`src/rtl/shared_fn_scheduler.sv`:
```
// shared_fn_scheduler
//   Time-multiplexes one pipelined, tagged expensive-function unit among
//   N_LANE requester lanes. Each lane runs IDLE -> PEND -> FLIGHT -> DONE
//   and has at most one request in flight. A round-robin arbiter picks
//   which PEND lane issues. Results come back by tag and are routed to the
//   owning lane.
//
//   Optional build macro SHARED_FN_SCHEDULER_MEMO_EN: each lane remembers
//   its last completed argument/result pair. A repeat request with the same
//   argument goes straight to DONE without using the shared unit.
//
// Ports
//   i_clk, i_rst_n     clock, synchronous active-low reset
//   i_req_valid/o_req_ready/i_req_arg   per-lane request handshake + argument
//   o_rsp_valid/i_rsp_ready/o_rsp_res   per-lane result handshake + result
//   o_fn_valid/i_fn_ready/o_fn_arg/o_fn_tag   issue to shared unit
//   i_fn_rvalid/i_fn_rtag/i_fn_res      tagged return from shared unit
//   o_err              sticky: return with a bad tag or for a lane not in flight

module shared_fn_scheduler #(
  parameter int unsigned N_LANE = 5,
  parameter int unsigned ARG_W  = 8,
  parameter int unsigned RES_W  = 8,
  localparam int unsigned TAG_W = (N_LANE > 1) ? $clog2(N_LANE) : 1
) (
  input  logic                      i_clk,
  input  logic                      i_rst_n,
  input  logic [N_LANE-1:0]         i_req_valid,
  output logic [N_LANE-1:0]         o_req_ready,
  input  logic [N_LANE*ARG_W-1:0]   i_req_arg,
  output logic [N_LANE-1:0]         o_rsp_valid,
  input  logic [N_LANE-1:0]         i_rsp_ready,
  output logic [N_LANE*RES_W-1:0]   o_rsp_res,
  output logic                      o_fn_valid,
  input  logic                      i_fn_ready,
  output logic [ARG_W-1:0]          o_fn_arg,
  output logic [TAG_W-1:0]          o_fn_tag,
  input  logic                      i_fn_rvalid,
  input  logic [TAG_W-1:0]          i_fn_rtag,
  input  logic [RES_W-1:0]          i_fn_res,
  output logic                      o_err
);

  typedef enum logic [1:0] {
    S_IDLE   = 2'd0,
    S_PEND   = 2'd1,
    S_FLIGHT = 2'd2,
    S_DONE   = 2'd3
  } lane_st_e;

  lane_st_e               state_q [N_LANE];
  logic [ARG_W-1:0]       arg_q   [N_LANE];
  logic [RES_W-1:0]       res_q   [N_LANE];
  logic [TAG_W-1:0]       rr_ptr_q;
  logic                   err_q;

`ifdef SHARED_FN_SCHEDULER_MEMO_EN
  logic [ARG_W-1:0]       last_arg_q [N_LANE];
  logic [RES_W-1:0]       last_res_q [N_LANE];
  logic [N_LANE-1:0]      memo_vld_q;
`endif

  logic                   any_pend;
  logic [TAG_W-1:0]       grant;
  logic                   issue;
  logic [N_LANE-1:0]      ret_hit;
  logic                   ret_err;

  // Round-robin search starting at rr_ptr_q; depends on registered state
  // only, so the grant stays put while the unit stalls unless a lane that
  // ranks ahead of it enters PEND.
  always_comb begin
    int unsigned idx;
    idx      = 0;
    any_pend = 1'b0;
    grant    = '0;
    for (int unsigned k = 0; k < N_LANE; k++) begin
      idx = 32'(rr_ptr_q) + k;
      if (idx >= N_LANE) idx = idx - N_LANE;
      if (!any_pend && state_q[idx] == S_PEND) begin
        any_pend = 1'b1;
        grant    = TAG_W'(idx);
      end
    end
  end

  assign issue = any_pend && i_fn_ready;

  // A return is accepted only for a lane currently in FLIGHT; anything else
  // (out-of-range tag, lane in another state) flags an error and is dropped.
  always_comb begin
    ret_hit = '0;
    ret_err = 1'b0;
    if (i_fn_rvalid) begin
      ret_err = 1'b1;
      for (int unsigned i = 0; i < N_LANE; i++) begin
        if (32'(i_fn_rtag) == i && state_q[i] == S_FLIGHT) begin
          ret_hit[i] = 1'b1;
          ret_err    = 1'b0;
        end
      end
    end
  end

  always_ff @(posedge i_clk) begin
    if (!i_rst_n) begin
      for (int unsigned i = 0; i < N_LANE; i++) begin
        state_q[i] <= S_IDLE;
        arg_q[i]   <= '0;
        res_q[i]   <= '0;
`ifdef SHARED_FN_SCHEDULER_MEMO_EN
        last_arg_q[i] <= '0;
        last_res_q[i] <= '0;
`endif
      end
`ifdef SHARED_FN_SCHEDULER_MEMO_EN
      memo_vld_q <= '0;
`endif
      rr_ptr_q <= '0;
      err_q    <= 1'b0;
    end else begin
      for (int unsigned i = 0; i < N_LANE; i++) begin
        unique case (state_q[i])
          S_IDLE: begin
            if (i_req_valid[i]) begin
              arg_q[i] <= i_req_arg[i*ARG_W +: ARG_W];
`ifdef SHARED_FN_SCHEDULER_MEMO_EN
              if (memo_vld_q[i] && i_req_arg[i*ARG_W +: ARG_W] == last_arg_q[i]) begin
                res_q[i]   <= last_res_q[i];
                state_q[i] <= S_DONE;
              end else begin
                state_q[i] <= S_PEND;
              end
`else
              state_q[i] <= S_PEND;
`endif
            end
          end
          S_PEND: begin
            if (issue && grant == TAG_W'(i)) state_q[i] <= S_FLIGHT;
          end
          S_FLIGHT: begin
            if (ret_hit[i]) begin
              res_q[i]   <= i_fn_res;
              state_q[i] <= S_DONE;
`ifdef SHARED_FN_SCHEDULER_MEMO_EN
              last_arg_q[i] <= arg_q[i];
              last_res_q[i] <= i_fn_res;
              memo_vld_q[i] <= 1'b1;
`endif
            end
          end
          S_DONE: begin
            if (i_rsp_ready[i]) state_q[i] <= S_IDLE;
          end
          default: state_q[i] <= S_IDLE;
        endcase
      end
      if (issue) rr_ptr_q <= (grant == TAG_W'(N_LANE - 1)) ? '0 : grant + TAG_W'(1);
      if (ret_err) err_q <= 1'b1;
    end
  end

  // Lane-facing outputs are pure decodes of registered state.
  always_comb begin
    o_req_ready = '0;
    o_rsp_valid = '0;
    o_rsp_res   = '0;
    for (int unsigned i = 0; i < N_LANE; i++) begin
      o_req_ready[i]               = (state_q[i] == S_IDLE);
      o_rsp_valid[i]               = (state_q[i] == S_DONE);
      o_rsp_res[i*RES_W +: RES_W]  = res_q[i];
    end
  end

  assign o_fn_valid = any_pend;
  assign o_fn_tag   = grant;
  assign o_fn_arg   = any_pend ? arg_q[grant] : '0;
  assign o_err      = err_q;

endmodule
```
`config.mk`:
```
export PLATFORM = sky130hd
export DESIGN_NAME = shared_fn_scheduler
export DESIGN_NICKNAME = d
export VERILOG_FILES = /design/src/rtl/shared_fn_scheduler.sv
export SDC_FILE = /design/constraint.sdc
export NUM_CORES = 1
export LEC_CHECK = 0
export BUFFER_PORTS_ARGS = -buffer_cell sky130_fd_sc_hd__buf_2
export CORE_ASPECT_RATIO = 1.5
export CORE_MARGIN = 5
export CORE_UTILIZATION = 40
export CTS_BUF_LIST = sky130_fd_sc_hd__clkbuf_4 sky130_fd_sc_hd__clkbuf_8 sky130_fd_sc_hd__clkbuf_16
export DETAILED_ROUTE_END_ITERATION = 16
export GPL_ROUTABILITY_DRIVEN = 1
export PLACE_DENSITY = 0.64
export SYNTH_ARGS = -nofsm -noshare
export SYNTH_HDL_FRONTEND = slang
export SYNTH_SLANG_ARGS = --single-unit
export TNS_END_PERCENT = 1
```
`constraint.sdc`:
```
create_clock -name i_clk -period 10.2 [get_ports i_clk]
set_clock_uncertainty 0.1 [all_clocks]
set_input_delay 3.06 -clock i_clk [delete_from_list [all_inputs] [get_ports i_clk]]
set_output_delay 3.06 -clock i_clk [all_outputs]
set_load 0.005 [all_outputs]
```
After elaboration in Yosys (flattened, before gate mapping) --
Memories as Yosys holds them, arrays and structs flattened. Index checks and enable logic that the tools add are counted.
Word-level totals: bits in registers 4, word-level logic and storage cells 244, input port bits 65, memories 3, RAM bits 90, output and inout bits 63
Memories:
- arg_q | words 5, bits a word 8, rd ports 1, clocked after memory_dff 0, wr ports 5, line 52 | logic [ARG_W-1:0] arg_q [N_LANE];
- res_q | words 5, bits a word 8, rd ports 5, clocked after memory_dff 0, wr ports 5, line 53 | logic [RES_W-1:0] res_q [N_LANE];
- state_q | words 5, bits a word 2, rd ports 10, clocked after memory_dff 0, wr ports 5, line 51 | lane_st_e state_q [N_LANE];
Cells by class: bitwise operators 30, eq/ne operators 28, reduce and logical (&&, ||, !) cells 26, multiplexer cells 140, order comparisons 5, add/subtract/negate cells 10
Operators by type and width (number):
- two-way mux 1 bit | 97
- two-way mux 8 bit | 11
- two-way mux 2 bit | 20
- two-way mux 3 bit | 11
- bitwise OR 1 bit | 30
- equality test 2 x 1 -> 1 bit (second input constant) | 10
- equality test 2 bit (second input constant) | 10
- greater-or-equal comparator 4 x 3 -> 1 bit (second input constant) | 4
- logical AND 1 bit | 15
- subtractor 3 bit (second input constant) | 5
- equality test 3 x 2 -> 1 bit (second input constant) | 4
- zero test 2 bit | 5
- adder 3 x 2 -> 4 bit (second input constant) | 2
- equality test 3 x 1 -> 1 bit (second input constant) | 2
- equality test 3 bit (second input constant) | 2
- zero test 3 bit | 2
- two-way mux 5 bit | 1
- adder 3 x 1 -> 4 bit (second input constant) | 1
- adder 3 x 3 -> 4 bit (second input constant) | 1
- zero test 1 bit | 4
- adder 3 x 1 -> 3 bit (second input constant) | 1
- greater-or-equal comparator 3 bit (second input constant) | 1

Logic depth before layout (Yosys ltp) --
An unclocked memory read counts as a cell.
depth after elaboration 26, depth in mapped cells 20, gate-level depth less buffers 17

Least setup slack after synthesis --
No wires, ideal clock.
path kind reg-to-output, from register rr_ptr_q[1], to output port o_fn_arg[5], data arrival time 3470 ps, buffers on the path 4, setup slack 3570 ps, cell stages (with the launch flop) 16, required time 7040 ps, path through dfxtp_1 clkbuf_1 inv_1 ha_1 buf_4 inv_2 mux4_2 a221o_1 and2_1 and3b_1 and3_1 clkbuf_1 buf_2 o21ai_1 o211ai_1 a31o_1
On the way: cells in the longest elaborated chain, start to end 19, elaborated cells on any way between the ends 45, those cells by class 9 x add/sub; 5 x order compare; 5 x eq/ne; 16 x mux; 8 x reduce/logical; 2 x memory
Ends and longest elaborated chain:
- start: declaration | line 54 | logic [TAG_W-1:0] rr_ptr_q;
- start signal: assignment | line 159 | if (issue) rr_ptr_q <= (grant == TAG_W'(N_LANE - 1)) ? '0 : grant + TAG_W'(1);
- branches (longest 18 deep; another with adder 3 x 1 -> 4 bit)
- two-way mux 8 bit * | line 178 | assign o_fn_arg = any_pend ? arg_q[grant] : '0;
- end: declaration | line 36 | output logic [ARG_W-1:0] o_fn_arg,
Every way passes the cells marked *.

Final worst setup path --
from register rr_ptr_q[0], to output port o_fn_arg[2]
Same word-level chain as after synthesis.

==> impl_metrics.env <==
export IMPL_outcome="finished clean"
export IMPL_ys_seq_area_frac=0.523
export IMPL_setup_slack_ns=2.03
export IMPL_cts_tree="done"
export IMPL_first_pass_iters=5
export IMPL_slowest_stage="dfxtp_1"
export IMPL_r2r_slack_ns=4.38
export IMPL_io_pin_count=128
export IMPL_worstPathRequired_ns=7.04
export IMPL_hpwl_mm=12.7
export IMPL_initial_core_util=0.408
export IMPL_tightest_slew_ns=0.754
export IMPL_syn_nets=568
export IMPL_die_area_um2=15700
export IMPL_ys_seq_elements=94
export IMPL_regArea_um2=2780
export IMPL_cp_max_fo=25
export IMPL_cts_setup_buffers=0
export IMPL_cts_buffers=9
export IMPL_finalHoldViolations=0
export IMPL_die_height_um=151
export IMPL_vdd_drop_max_mv=0.231
export IMPL_synth_cell_types=74
export IMPL_gp_congestion=0.904
export IMPL_drive_gt1_frac=0.272
export IMPL_min_path_type="flop to flop"
export IMPL_slew_viol_final=0
export IMPL_antennaDiodeCount=0
export IMPL_cp_end_kind="output pin"
export IMPL_crit_arrival_ns=5.01
export IMPL_track_usage=0.204
export IMPL_synthesis_area_um2=5320
export IMPL_viasPerCell=5.73
export IMPL_syn_avg_cell_area_um2=10.9
export IMPL_grt_overflow_total=0
export IMPL_async_flop_share=0
export IMPL_setup_viol=0
export IMPL_cts_reportedPaths_clkPinSlew_ns=0.08
export IMPL_htreeDepth=3
export IMPL_core_area_um2=13000
export IMPL_setup_tns_ns=0
export IMPL_clock_latency_ns=0.35
export IMPL_synth_edff_count=90
export IMPL_leakage_nw=2.65
export IMPL_fin_nets=688
export IMPL_max_cap_violations=0
export IMPL_drt_initial_drc_count=279
export IMPL_place_worst_setup_slack_ns=2.54
export IMPL_cp_common_cell="o211ai_1"
export IMPL_grt_max_degree=41
export IMPL_antenna_found_initial=0
export IMPL_fill_cells=1243
export IMPL_netlist_instances=489
export IMPL_period_share=0.801
export IMPL_drc_errors=0
export IMPL_rsz0062_at_grt="false"
export IMPL_holdBufCountCts=0
export IMPL_period_minus_slack_ns=8.17
export IMPL_wl_mm=16.3
export IMPL_power_density_nw_per_um2=355
export IMPL_synth_flop_cell="edfxtp_1"
export IMPL_rows=51
export IMPL_multiInputGateArea_um2=2390
export IMPL_yosys_warnings=0
export IMPL_die_x_um=104
export IMPL_routed_via_count=4426
export IMPL_crit_path_start_kind="flop"
export IMPL_post_drt_wl_per_cell_um=21.1
export IMPL_grt_pass1_wl_mm=24.7
export IMPL_antenna_left=0
export IMPL_max_stage_delay_ns=0.80
export IMPL_post_cts_resized=0
export IMPL_max_freq_mhz=122
export IMPL_cts_root_buf="clkbuf_16"
export IMPL_area_growth_pct=20.1
export IMPL_numPortBuffers=127
export IMPL_cts_buffer_depth=2
export IMPL_grt_pass1_vias=4501
export IMPL_cts_sinks=94
export IMPL_crit_chain="inv_2, ha_1, nor4bb_1, o41ai_1, a221o_1, o211ai_1, a2bb2oi_1, o22a_1, o21ai_0, o211ai_1, a31o_1, buf_2"
export IMPL_criticalPathCategory="flop to output pin"
export IMPL_relSlewSlack=0.498
-- layout by cell type (no fill, tap or decap), types with 3 or more instances in the layout --
master,Yosys,layout
a211o_1,5,5
xnor2_1,3,3
o22ai_1,3,3
nand3_1,26,26
clkinv_8,0,3
o21ai_1,12,12
a31o_1,8,8
inv_2,3,3
a21boi_0,3,3
mux2i_1,5,5
o211ai_1,16,16
or2_2,3,3
mux4_2,3,3
and2_1,63,63
a2bb2oi_1,3,3
nand4_1,6,6
o21a_1,4,4
a22oi_1,3,3
a21oi_1,15,15
dfxtp_1,4,4
inv_1,9,9
inv_6,0,3
edfxtp_1,90,90
o31ai_1,5,5
buf_2,6,127
o21ai_0,18,18
ha_1,13,13
clkbuf_16,0,9
and3_1,4,4
nand2b_1,9,9
nor2b_1,8,8
nand2_1,51,51
nor2_1,22,22
-- worst paths after layout --
kind | startpoint | end | cells past startpoint
worst max register to register | rr_ptr_q[0] | state_q[2][0] | 15
worst min-delay path | o_err | o_err | 2
worst min register to register | o_err | o_err | 2
worst max-delay path | rr_ptr_q[0] | o_fn_arg[2] | 12
-- sequential cells by signal (all words and copies together), names as in the netlist --
register and cells:
state_q 10, res_q 40, o_err 1, arg_q 40, rr_ptr_q 3
-- cell families (layout without fill, tap and decap cells) --
| group | Yosys count | count (layout) | synth area share |
|---|---|---|---|
| XOR/XNOR | 3 | 3 | 0.00494 |
| AND/OR/NAND/NOR | 217 | 217 | 0.226 |
| multiplexers | 9 | 9 | 0.0242 |
| buffers and inverters | 33 | 158 | 0.0264 |
| AO/OA/AOI/OAI | 119 | 119 | 0.160 |
| adder cells (fa/ha/maj) | 14 | 14 | 0.0344 |
| flip-flops | 94 | 94 | 0.523 |
-- worst max-delay path: cells and delay by family (launching register included) --
| kind | cells | cell delay (ns) |
|---|---|---|
| buffers and inverters | 2 | 0.35 |
| and+or+nand+nor | 1 | 0.24 |
| adders and majority gates | 1 | 0.52 |
| DFF | 1 | 0.80 |
| AOI/OAI and AO/OA | 8 | 2.74 |
-- cell usage after synthesis, types with 10 or more instances --
cell | number | area share
edfxtp_1 | 90 | 0.51
and2_1 | 63 | 0.074
nand2_1 | 51 | 0.036
nand3_1 | 26 | 0.024
nor2_1 | 22 | 0.016
o21ai_0 | 18 | 0.017
o211ai_1 | 16 | 0.023
a21oi_1 | 15 | 0.014
ha_1 | 13 | 0.031
o21ai_1 | 12 | 0.011
clkbuf_1 | 10 | 0.0071
-- through the flow --
step                      area (um^2)  std cells  power [mW]  utilization  hold slack, ns
after global routing             6390        773        2.41        0.491           0.419
after global placement           6070        757        1.90        0.467           0.366
final                            6390        773        2.27        0.491           0.385
after floorplan                  5320        489        1.47            -           0.342
after CTS                        6390        773        2.26        0.491           0.391
after detailed placement         6070        757        1.91        0.467           0.379
-- layout make-up --
class | count | area share
Inverter | 13 | 0.00764
Timing Repair Buffer | 129 | 0.102
Sequential cell | 94 | 0.436
Clock inverter | 7 | 0.0135
Multi-Input combinational cell | 362 | 0.375
Tap cell | 159 | 0.0312
Clock buffer | 9 | 0.0353
-- power by group --
group / switching (mW) / leakage, nW / total (mW) / internal, mW
Combinational: 0.799 / 1.53 / 1.33 / 0.536
Sequential: 0.0686 / 0.969 / 0.586 / 0.517
Clock: 0.171 / 0.151 / 0.347 / 0.176
-- metal layers --
metal  wire length (um)  vias up  GRT usage  part of all wire
met5                  0        -          0                 0
met4                865        0      0.115             0.053
met3                804       49     0.0328             0.049
met2               8900      195      0.389              0.55
met1               5760     2111      0.211              0.35
li1                   -     2071          -                 -
No activity file was read; power rests on OpenSTA's default activity.
